### src/rtl/bat_loader_pkg.sv
// Shared types and constants for the BatAmateur byte-stream program loader.
package bat_loader_pkg;

  localparam int HDR_BYTES = 4;
  localparam int BYTE_W    = 8;
  localparam int WORD_W    = 16;

  typedef enum logic [3:0] {
    S_IDLE    = 4'd0,
    S_ADDR_HI = 4'd1,
    S_ADDR_LO = 4'd2,
    S_CNT_HI  = 4'd3,
    S_CNT_LO  = 4'd4,
    S_WORD_HI = 4'd5,
    S_WORD_LO = 4'd6,
    S_WRITE   = 4'd7,
    S_CSUM    = 4'd8,
    S_FIN     = 4'd9
  } state_t;

endpackage

### src/rtl/bat_loader.sv
// Framed byte-stream loader: holds the CPU halted and writes 16-bit words into program RAM.
// Optional trailing XOR checksum byte is enabled by defining BAT_LOADER_CHECKSUM_EN.
module bat_loader
  import bat_loader_pkg::*;
#(
  parameter int ADDRESS_WIDTH = 16
) (
  input  logic                     CLK,
  input  logic                     RST,
  input  logic [BYTE_W-1:0]        RX_DATA,
  input  logic                     RX_VALID,
  output logic                     RX_READY,
  output logic                     HALT,
  output logic                     RAM_EN,
  output logic [ADDRESS_WIDTH-1:0] ADDRESS,
  output logic [WORD_W-1:0]        DATA,
  output logic                     BUSY,
  output logic                     DONE,
  output logic                     ERROR,
  output state_t                   state_dbg
);

  // Handshake: a byte moves on a rising edge where RX_VALID && RX_READY.
  // RX_READY depends only on registered state, never on RX_VALID.

`ifdef BAT_LOADER_CHECKSUM_EN
  localparam state_t S_TAIL = S_CSUM;
`else
  localparam state_t S_TAIL = S_FIN;
`endif

  state_t                   state, state_nx;
  logic                     live;
  logic                     accept;
  logic [BYTE_W-1:0]        addr_hi;
  logic [BYTE_W-1:0]        cnt_hi;
  logic [WORD_W-1:0]        cnt;
  logic [WORD_W-1:0]        addr_full;
  logic [ADDRESS_WIDTH-1:0] addr_q;
  logic [WORD_W-1:0]        data_q;
  logic                     halt_q, busy_q, done_q;

  assign addr_full = {addr_hi, RX_DATA};
  assign accept    = RX_VALID && RX_READY;
  assign state_dbg = state;
  assign ADDRESS   = addr_q;
  assign DATA      = data_q;
  assign HALT      = halt_q;
  assign BUSY      = busy_q;
  assign DONE      = done_q;
  assign RAM_EN    = (state == S_WRITE);

  // live keeps RX_READY low while reset is held and until the first edge after release.
  always_comb begin
    RX_READY = 1'b0;
    case (state)
      S_IDLE, S_ADDR_LO, S_CNT_HI, S_CNT_LO, S_WORD_HI, S_WORD_LO: RX_READY = live;
`ifdef BAT_LOADER_CHECKSUM_EN
      S_CSUM: RX_READY = live;
`endif
      default: RX_READY = 1'b0;
    endcase
  end

`ifdef BAT_LOADER_CHECKSUM_EN
  logic [BYTE_W-1:0] csum;
  logic              csum_ok;
  logic              error_q;

  assign csum_ok = (RX_DATA == csum);
  assign ERROR   = error_q;

  always_ff @(posedge CLK or negedge RST) begin
    if (!RST) begin
      csum    <= '0;
      error_q <= 1'b0;
    end else begin
      if (accept && state == S_IDLE) begin
        csum    <= RX_DATA;
        error_q <= 1'b0;
      end else if (accept && state != S_CSUM) begin
        csum <= csum ^ RX_DATA;
      end
      if (accept && state == S_CSUM && !csum_ok) error_q <= 1'b1;
    end
  end
`else
  assign ERROR = 1'b0;
`endif

  always_ff @(posedge CLK or negedge RST) begin
    if (!RST) state <= S_IDLE;
    else      state <= state_nx;
  end

  always_comb begin
    state_nx = state;
    case (state)
      S_IDLE:    if (accept) state_nx = S_ADDR_LO;
      S_ADDR_LO: if (accept) state_nx = S_CNT_HI;
      S_CNT_HI:  if (accept) state_nx = S_CNT_LO;
      S_CNT_LO:  if (accept) state_nx = ({cnt_hi, RX_DATA} == '0) ? S_TAIL : S_WORD_HI;
      S_WORD_HI: if (accept) state_nx = S_WORD_LO;
      S_WORD_LO: if (accept) state_nx = S_WRITE;
      S_WRITE:   state_nx = (cnt == 16'd1) ? S_TAIL : S_WORD_HI;
`ifdef BAT_LOADER_CHECKSUM_EN
      S_CSUM:    if (accept) state_nx = csum_ok ? S_FIN : S_IDLE;
`endif
      S_FIN:     state_nx = S_IDLE;
      default:   state_nx = S_IDLE;
    endcase
  end

  always_ff @(posedge CLK or negedge RST) begin
    if (!RST) begin
      live    <= 1'b0;
      addr_hi <= '0;
      cnt_hi  <= '0;
      cnt     <= '0;
      addr_q  <= '0;
      data_q  <= '0;
      halt_q  <= 1'b1;
      busy_q  <= 1'b0;
      done_q  <= 1'b0;
    end else begin
      live <= 1'b1;
      case (state)
        S_IDLE: if (accept) begin
          addr_hi <= RX_DATA;
          done_q  <= 1'b0;
          busy_q  <= 1'b1;
          halt_q  <= 1'b1;
        end
        S_ADDR_LO: if (accept) addr_q <= addr_full[ADDRESS_WIDTH-1:0];
        S_CNT_HI:  if (accept) cnt_hi <= RX_DATA;
        S_CNT_LO:  if (accept) cnt <= {cnt_hi, RX_DATA};
        S_WORD_HI: if (accept) data_q[15:8] <= RX_DATA;
        S_WORD_LO: if (accept) data_q[7:0] <= RX_DATA;
        S_WRITE: begin
          addr_q <= addr_q + ADDRESS_WIDTH'(1);
          cnt    <= cnt - 16'd1;
        end
`ifdef BAT_LOADER_CHECKSUM_EN
        // A bad checksum ends the frame but leaves the CPU halted.
        S_CSUM: if (accept && !csum_ok) busy_q <= 1'b0;
`endif
        S_FIN: begin
          busy_q <= 1'b0;
          halt_q <= 1'b0;
          done_q <= 1'b1;
        end
        default: ;
      endcase
    end
  end

endmodule

### config.mk
export PLATFORM = sky130hd
export DESIGN_NAME = bat_loader
export DESIGN_NICKNAME = d
export VERILOG_FILES = /design/src/rtl/bat_loader_pkg.sv /design/src/rtl/bat_loader.sv
export SDC_FILE = /design/constraint.sdc
export NUM_CORES = 1
export LEC_CHECK = 0
export ABC_AREA = 1
export BUFFER_PORTS_ARGS = -buffer_cell sky130_fd_sc_hd__buf_2
export CAP_MARGIN = 20
export CORE_UTILIZATION = 58
export CTS_CLUSTER_DIAMETER = 80
export DETAILED_ROUTE_END_ITERATION = 16
export PLACE_DENSITY = 0.77
export SYNTH_ARGS = -nofsm -noshare
export SYNTH_HDL_FRONTEND = slang
export SYNTH_SLANG_ARGS = --single-unit
### constraint.sdc
create_clock -name CLK -period 1.7 [get_ports CLK]
set_clock_uncertainty 0.05 [all_clocks]
set_input_delay 0.34 -clock CLK [delete_from_list [all_inputs] [get_ports CLK]]
set_output_delay 0.34 -clock CLK [all_outputs]
set_load 0.03 [all_outputs]
==> results of run 1 <==
## cell families after synthesis
logic type,Yosys count
buffers and inverters,69
adder cells (fa/ha/maj),3
other,2
AND/OR/NAND/NOR,304
flip-flops,72
XOR/XNOR,7
AO/OA/AOI/OAI,66
## what timing repair did
action | 4_1_cts | 5_1_grt
gates cloned | 1 | 1
hold buffers | 1 | 0
pin swaps | 6 | 11
gates resized for setup | 18 | 31
setup buffers | 11 | 7
endpoints found under the setup margin | 10 | 72
endpoints found under the hold margin | 13 | 0
## metal layers
layer / global-route usage, % / vias to the layer above
li1: - / 1858
met2: 50.4 / 148
met4: 9.09 / 0
met3: 5.31 / 27
met5: 0 / -
met1: 41.5 / 1845
## final timing paths
check                                    startpoint                      to  slack (ns)  depth (start not counted)
max in group asynchronous                       RST  ADDRESS[0]$_DFFE_PN0P_        0.58                          4
min reg2reg                        DONE$_DFFE_PN0P_        DONE$_DFFE_PN0P_        0.44                          1
min                                      RX_DATA[3]   cnt_hi[3]$_DFFE_PN0P_        0.16                          3
max reg2reg                state_dbg[2]$_DFFE_PN0P_     cnt[13]$_DFFE_PN0P_       -0.08                         10
min in group asynchronous                       RST     cnt[13]$_DFFE_PN0P_        0.36                          2
max                        state_dbg[3]$_DFFE_PN0P_                  RAM_EN        -0.1                          5
## cell usage after synthesis, types with 5 or more instances
| cell type | instances | area, µm² |
|---|---|---|
| a21oi_1 | 9 | 45.0 |
| inv_1 | 52 | 195 |
| o21ai_0 | 27 | 135 |
| o21bai_1 | 5 | 37.5 |
| buf_2 | 8 | 40.0 |
| nand4_1 | 6 | 37.5 |
| nor2_1 | 52 | 195 |
| nand3_1 | 60 | 300 |
| o21a_1 | 16 | 120 |
| nor2_2 | 5 | 31.3 |
| nand2_1 | 164 | 616 |
| dfrtp_1 | 71 | 1780 |
## worst register-to-register path: stages (launching register included)
cell and delay (ns):
dfrtp_2 0.47, nor2_2 0.13, nand2_2 0.08, nand2_4 0.07, buf_4 0.16, nand4_4 0.23, nand2_4 0.18, buf_4 0.13
nand2_1 0.07, nand2_1 0.06, nand2_1 0.04
## final cells by class
cell class	instances	area, µm²
repair inverters	1	7.51
inverters	57	228
multi-input cells	382	1960
well taps	77	96.3
clock inverters	7	78.8
clock buffers	9	124
flip-flops and latches	72	1810
repair buffers	87	669
fillers	476	1490
## sequential cells by signal (all words and copies together) (netlist names)
name,cells
live,1
BUSY,1
ADDRESS,16
addr_hi,8
HALT,1
cnt,16
DATA,16
cnt_hi,8
DONE,1
state_dbg,4
## metrics by stage
stage / total power, mW / instances / hold slack (ns) / TNS, ns
global placement: 6.85 / 656 / 0.209 / 0
floorplan: 5.87 / 523 / -0.00559 / -0.000390
finish: 8.89 / 692 / 0.155 / -0.792
global route: 9.46 / 692 / 0.160 / -4.93
detailed placement: 6.98 / 656 / 0.212 / 0
CTS: 8.63 / 685 / 0.162 / -0.0436
## power breakdown
| part | internal, mW | leakage, nW | switching (mW) |
|---|---|---|---|
| clock network | 0.690 | 0.0925 | 0.727 |
| registers | 2.50 | 0.874 | 0.743 |
| logic | 1.50 | 1.46 | 2.73 |
| total | 4.69 | 2.42 | 4.20 |
==> impl_results.md, run 1 <==
* Vias in the first global route at 3556
* Fraction of the mapped netlist area in simple logic gates at 34.1%
* Via-to-Cell Ratio at 5.60
* Clock-pin transition on the worst setup and hold timing paths at 0.09 ns
* Insertion delay of the later-clocked pin in the worst-skew pair at 0.36 ns
* Final cell area excluding filler cells at 0.00497 mm²
* Leading cell type in the layout, fill and taps excluded: nand2_1
* Worst Setup Path Type: reg2out
* Number of instances in the synthesized netlist at 523
* Failing checks: DRC, setup timing
* Synth cell types at 39
* Std-Cell Core Area at 0.00646 mm²
* Worst path max stage delay at 0.45 ns
* Total congestion overflow after global routing at 0
* Routed length per placed instance at 15.6 µm
* Yosys synthesis warning count at 0
* Syn_nets at 537
* Post-Synthesis Mean Instance Area at 7.51 µm²
* Routed metal-1 wirelength at 4720 µm
* Share of cell area taken by muxes after synthesis at 0%
* Hpwl dp at 7040 µm
* Post-Place Worst Slack at 0.0119 ns
* Outcome: finished with violations
* Setup repair after global routing missed its margin: true
* Setup crit end kind: output port
* Most frequent cells in the layout: nand2_1 (158), dfrtp_1 (67), nand3_1 (59)
* Fraction of layout cells with a size suffix above 1 at 23.4%
* Kind of cell adding the most delay to the critical path: flip-flops
* Post-placement cell area at 0.00443 mm²
* Synthesized-area fraction occupied by ao, oa, aoi and oai cells at 10.2%
* Peak Freq at 557 MHz
* Initial antenna violation count at 0
* Sequential element share of the synthesized area at 45.9%
* Number of endpoints failing setup at the final stage at 26
* Worst path required time at 1.31 ns
* Class of the tightest hold or removal check: in2reg
* Flip-flop and latch count after synthesis at 72
* Nets at 624
* Root Buffer Master: clkbuf_8
* Maximum clock path buffer count at 2
* Top-level I/O count at 53
* Total vias in the final route at 3878
* Initial DRC count at 392
* Die Ht at 84.3 µm
* Post-synthesis instance area at 0.00393 mm²
* Number of buffer and inverter instances along the worst setup path at 3
* Wire length on met3 at 694 µm
* EDFF count, synth at 0
* Slack of the critical path at -0.0954 ns
* Commonest register cell after synthesis: dfrtp_1
* TritonCTS Buffers at 9
* Maximum resistive drop on vdd at 1.30 mV
* Total track usage at 30.5%
* Post-synthesis xor/xnor area fraction at 1.56%
* Diode insertion count for antenna repair at 0
* Post-layout minimum cycle time at 1.80 ns
* Count of TritonRoute iterations in the first routing pass at 11
* Die extent in x at 84.3 µm
* TritonCTS clock tree: built
* Clock Sink Count at 72
* CP max stage cell: dfrtp_2
* Number of max-capacitance violations reported at 0
* Gpl congestion at 0.904
* Total routed wirelength at 10800 µm
* Finished Core Util at 77.0%
* Power per unit of standard cell area at 1790 mW/mm²
* Max-slew violation count at 0
* Maximum fanout along the worst path at 4
* Wire length on met2 at 5140 µm
* Post-route clock period utilization at 106%
* Crit path launch type: register
* Data arrival time of the critical path at 1.41 ns
* Number of routed nets with antenna violations at 0
* Cell leakage power at 2.42 nW
* Initial standard-cell utilization of the core at 60.8%
* Post-synthesis async set-or-reset flop share at 100%
* Combinational family with the most area after synthesis: simple AND/OR/NAND/NOR gates
* DRC violation count after routing at 3
* Area enclosed by the die boundary at 0.00710 mm²
* First-pass GRT wire length at 16900 µm
* IO Port Bufs at 51
* Area growth from synthesis to final layout at 26.6%
* Pin count of the biggest net entering global routing at 30
* Highest routed metal layer: met4
* Cell-by-cell listing of the critical path: inv_4 > nand2_4 > nor2_4 > buf_12 > buf_8
* Hold violation count in the final report at 0
* Adder-cell share of the synthesized area at 0.956%
* H-tree Lvls at 3
* Standard-cell row count at 29
No activity file was read; power rests on OpenSTA's default activity.
==> inputs of run 2 (changes only) <==
Settings changed: SETUP_SLACK_MARGIN set to 0.15.
==> run 2 against run 1 <==
Compared with the run above:
- the flow still finishes with violations (DRC, setup timing)
- cell count increased by 0.43%
- maximum frequency up 2.3%
- via count up 2.9%
- wire length up 5.7%
- global-route usage grew 3.1 points
- cell area rose by 2.9%
- core utilization is 2.2 points higher
- critical endpoint is now RX_READY
==> impl_results.md, run 2 (synthesis gave the netlist of run 1 again) <==
* Outcome: finished with violations
* Failing checks: DRC, setup timing
* Worst path max stage delay at 0.44 ns
* Top-level I/O count at 53
* Number of placed instances, taps included at 649
* Number of max-capacitance violations reported at 0
* Insertion delay of the later-clocked pin in the worst-skew pair at 0.35 ns
* Data arrival time of the critical path at 1.37 ns
* Filler instances at 444
* Root Buffer Master: clkbuf_8
* Fraction of layout cells with a size suffix above 1 at 27.4%
* Std-Cell Core Area at 0.00646 mm²
* Via-to-Cell Ratio at 5.74
* Worst Setup Path Type: reg2out
* Depth of the most critical reg-to-reg path at 9
* Leading cell type in the layout, fill and taps excluded: nand2_1
* Cell leakage power at 2.46 nW
* Nets at 626
* Hold violation count in the final report at 0
* Count of placed standard cells in the final layout, fillers left out at 695
* Initial antenna violation count at 1
* Total track usage at 33.6%
* Power per unit of standard cell area at 1850 mW/mm²
* Post-placement cell area at 0.00442 mm²
* Number of endpoints failing setup at the final stage at 1
* Total vias in the final route at 3992
* Routed length per placed instance at 16.4 µm
* Clock Sink Count at 72
* Setup crit end kind: output port
* Cell-by-cell listing of the critical path: buf_4 > nand3_2 > nand2_4 > and2_4 > buf_6
* Initial standard-cell utilization of the core at 60.8%
* Initial DRC count at 322
* FF-to-FF End: ADDRESS[12]$_DFFE_PN0P_
* R2R Setup Slk at 0.01 ns
* Most frequent cells in the layout: nand2_1 (151), dfrtp_1 (65), nand3_1 (59)
* Post-Place Worst Slack at 0.0697 ns
* TritonCTS Buffers at 9
* Standard-cell row count at 29
* Slack of the critical path at -0.0550 ns
* TritonCTS clock tree: built
* Area growth from synthesis to final layout at 30.2%
* Finished Core Util at 79.2%
* Class of the tightest hold or removal check: in2reg
* First-pass GRT wire length at 18300 µm
* Post-route clock period utilization at 103%
* Die extent in x at 84.3 µm
* Count of TritonRoute iterations in the first routing pass at 11
* Maximum clock path buffer count at 2
* Capture point of the worst path: RX_READY
* Post-layout minimum cycle time at 1.76 ns
* Clock-pin transition on the worst setup and hold timing paths at 0.08 ns
* Final cell area excluding filler cells at 0.00511 mm²
* Maximum fanout along the worst path at 4
* Crit path launch type: register
* Worst setup startpoint: state_dbg[2]$_DFFE_PN0P_
* IO Port Bufs at 51
* Number of routed nets with antenna violations at 0
* CP max stage cell: dfrtp_2
* Hold Path Cell Cnt at 3
* H-tree Lvls at 3
* Total congestion overflow after global routing at 0
* Max-slew violation count at 0
* Vias in the first global route at 3714
* R2r startpoint: state_dbg[0]$_DFFE_PN0P_
* Pin count of the biggest net entering global routing at 73
* Peak Freq at 570 MHz
* Final worst hold slack at 0.167 ns
* Gpl congestion at 0.858
* Die Ht at 84.3 µm
* Worst path required time at 1.31 ns
* Total routed wirelength at 11400 µm
* DRC violation count after routing at 2
* Maximum resistive drop on vdd at 1.73 mV
* Hpwl dp at 7000 µm
* Setup repair after global routing missed its margin: true
* Area enclosed by the die boundary at 0.00710 mm²
[run 2: cell types whose count changed in the layout (fill, tap and decap cells not counted), moves of 3 or more]
cell        before  now
nand2_1        158  151
nand3_2          0    3
inv_2            2    5
o21ai_0         25    9
nor2_1          49   44
nor2_4           6    9
nand2_2          4    9
o21ai_1          4   19
inv_1           50   46
clkinvlp_4       5    0
[run 2: metal layers]
| layer | part of all wire [%] | vias to the layer above | wire, µm | global-route usage [%] |
|---|---|---|---|---|
| met3 | 7.9 | 44 | 907 | 5.60 |
| met1 | 41 | 1882 | 4660 | 43.8 |
| met4 | 3.7 | 0 | 419 | 17.6 |
| met2 | 48 | 207 | 5450 | 54.2 |
| li1 | - | 1859 | - | - |
| met5 | 0 | - | 0 | 0 |
[run 2: layout make-up]
class	instances	area, µm²	area share [%]
multi-input cells	385	2080	40.7
flip-flops and latches	72	1810	35.4
repair buffers	87	673	13.2
inverters	57	231	4.53
clock buffers	9	124	2.42
clock inverters	7	96.3	1.88
well taps	77	96.3	1.88
diodes	1	2.50	0.0489
[run 2: through the flow]
stage	TNS, ns	power (mW)
after floorplan	0	6.00
after global placement	0	6.95
after detailed placement	0	7.07
after CTS	-0.0247	9.09
after global routing	-1.05	10.0
final	-0.0550	9.44
[run 2: power by group]
part           total (mW)  switching, mW  internal (mW)
clock                1.52          0.688          0.828
sequential           3.28          0.771           2.51
combinational        4.64           2.98           1.66
total                9.44           4.44           5.00
[run 2: what timing repair did]
| item | CTS | global route |
|---|---|---|
| hold endpoints to repair | 71 | 0 |
| setup buffers | 18 | 6 |
| resized for setup | 37 | 25 |
| cloned | 2 | 2 |
| hold buffers | 1 | 0 |
| pin swaps | 14 | 12 |
| endpoints found under the setup margin | 53 | 72 |
[run 2: critical path, delay by kind of cell (launching register included)]
family | cells | cell delay [ns]
flip-flops | 1 | 0.44
AND/OR/NAND/NOR | 3 | 0.31
buffers and inverters | 2 | 0.27
[run 2: worst min path at each step]
stage,endpoint,from,slack (ns)
2_1_floorplan,ADDRESS[0]$_DFFE_PN0P_,RST,-0.006
3_3_place_gp,cnt[15]$_DFFE_PN0P_,RST,0.35
3_5_place_dp,cnt[12]$_DFFE_PN0P_,RST,0.34
4_1_cts,cnt_hi[3]$_DFFE_PN0P_,RX_DATA[3],0.17
5_1_grt,cnt_hi[3]$_DFFE_PN0P_,RX_DATA[3],0.18
6_report,cnt_hi[3]$_DFFE_PN0P_,RX_DATA[3],0.17
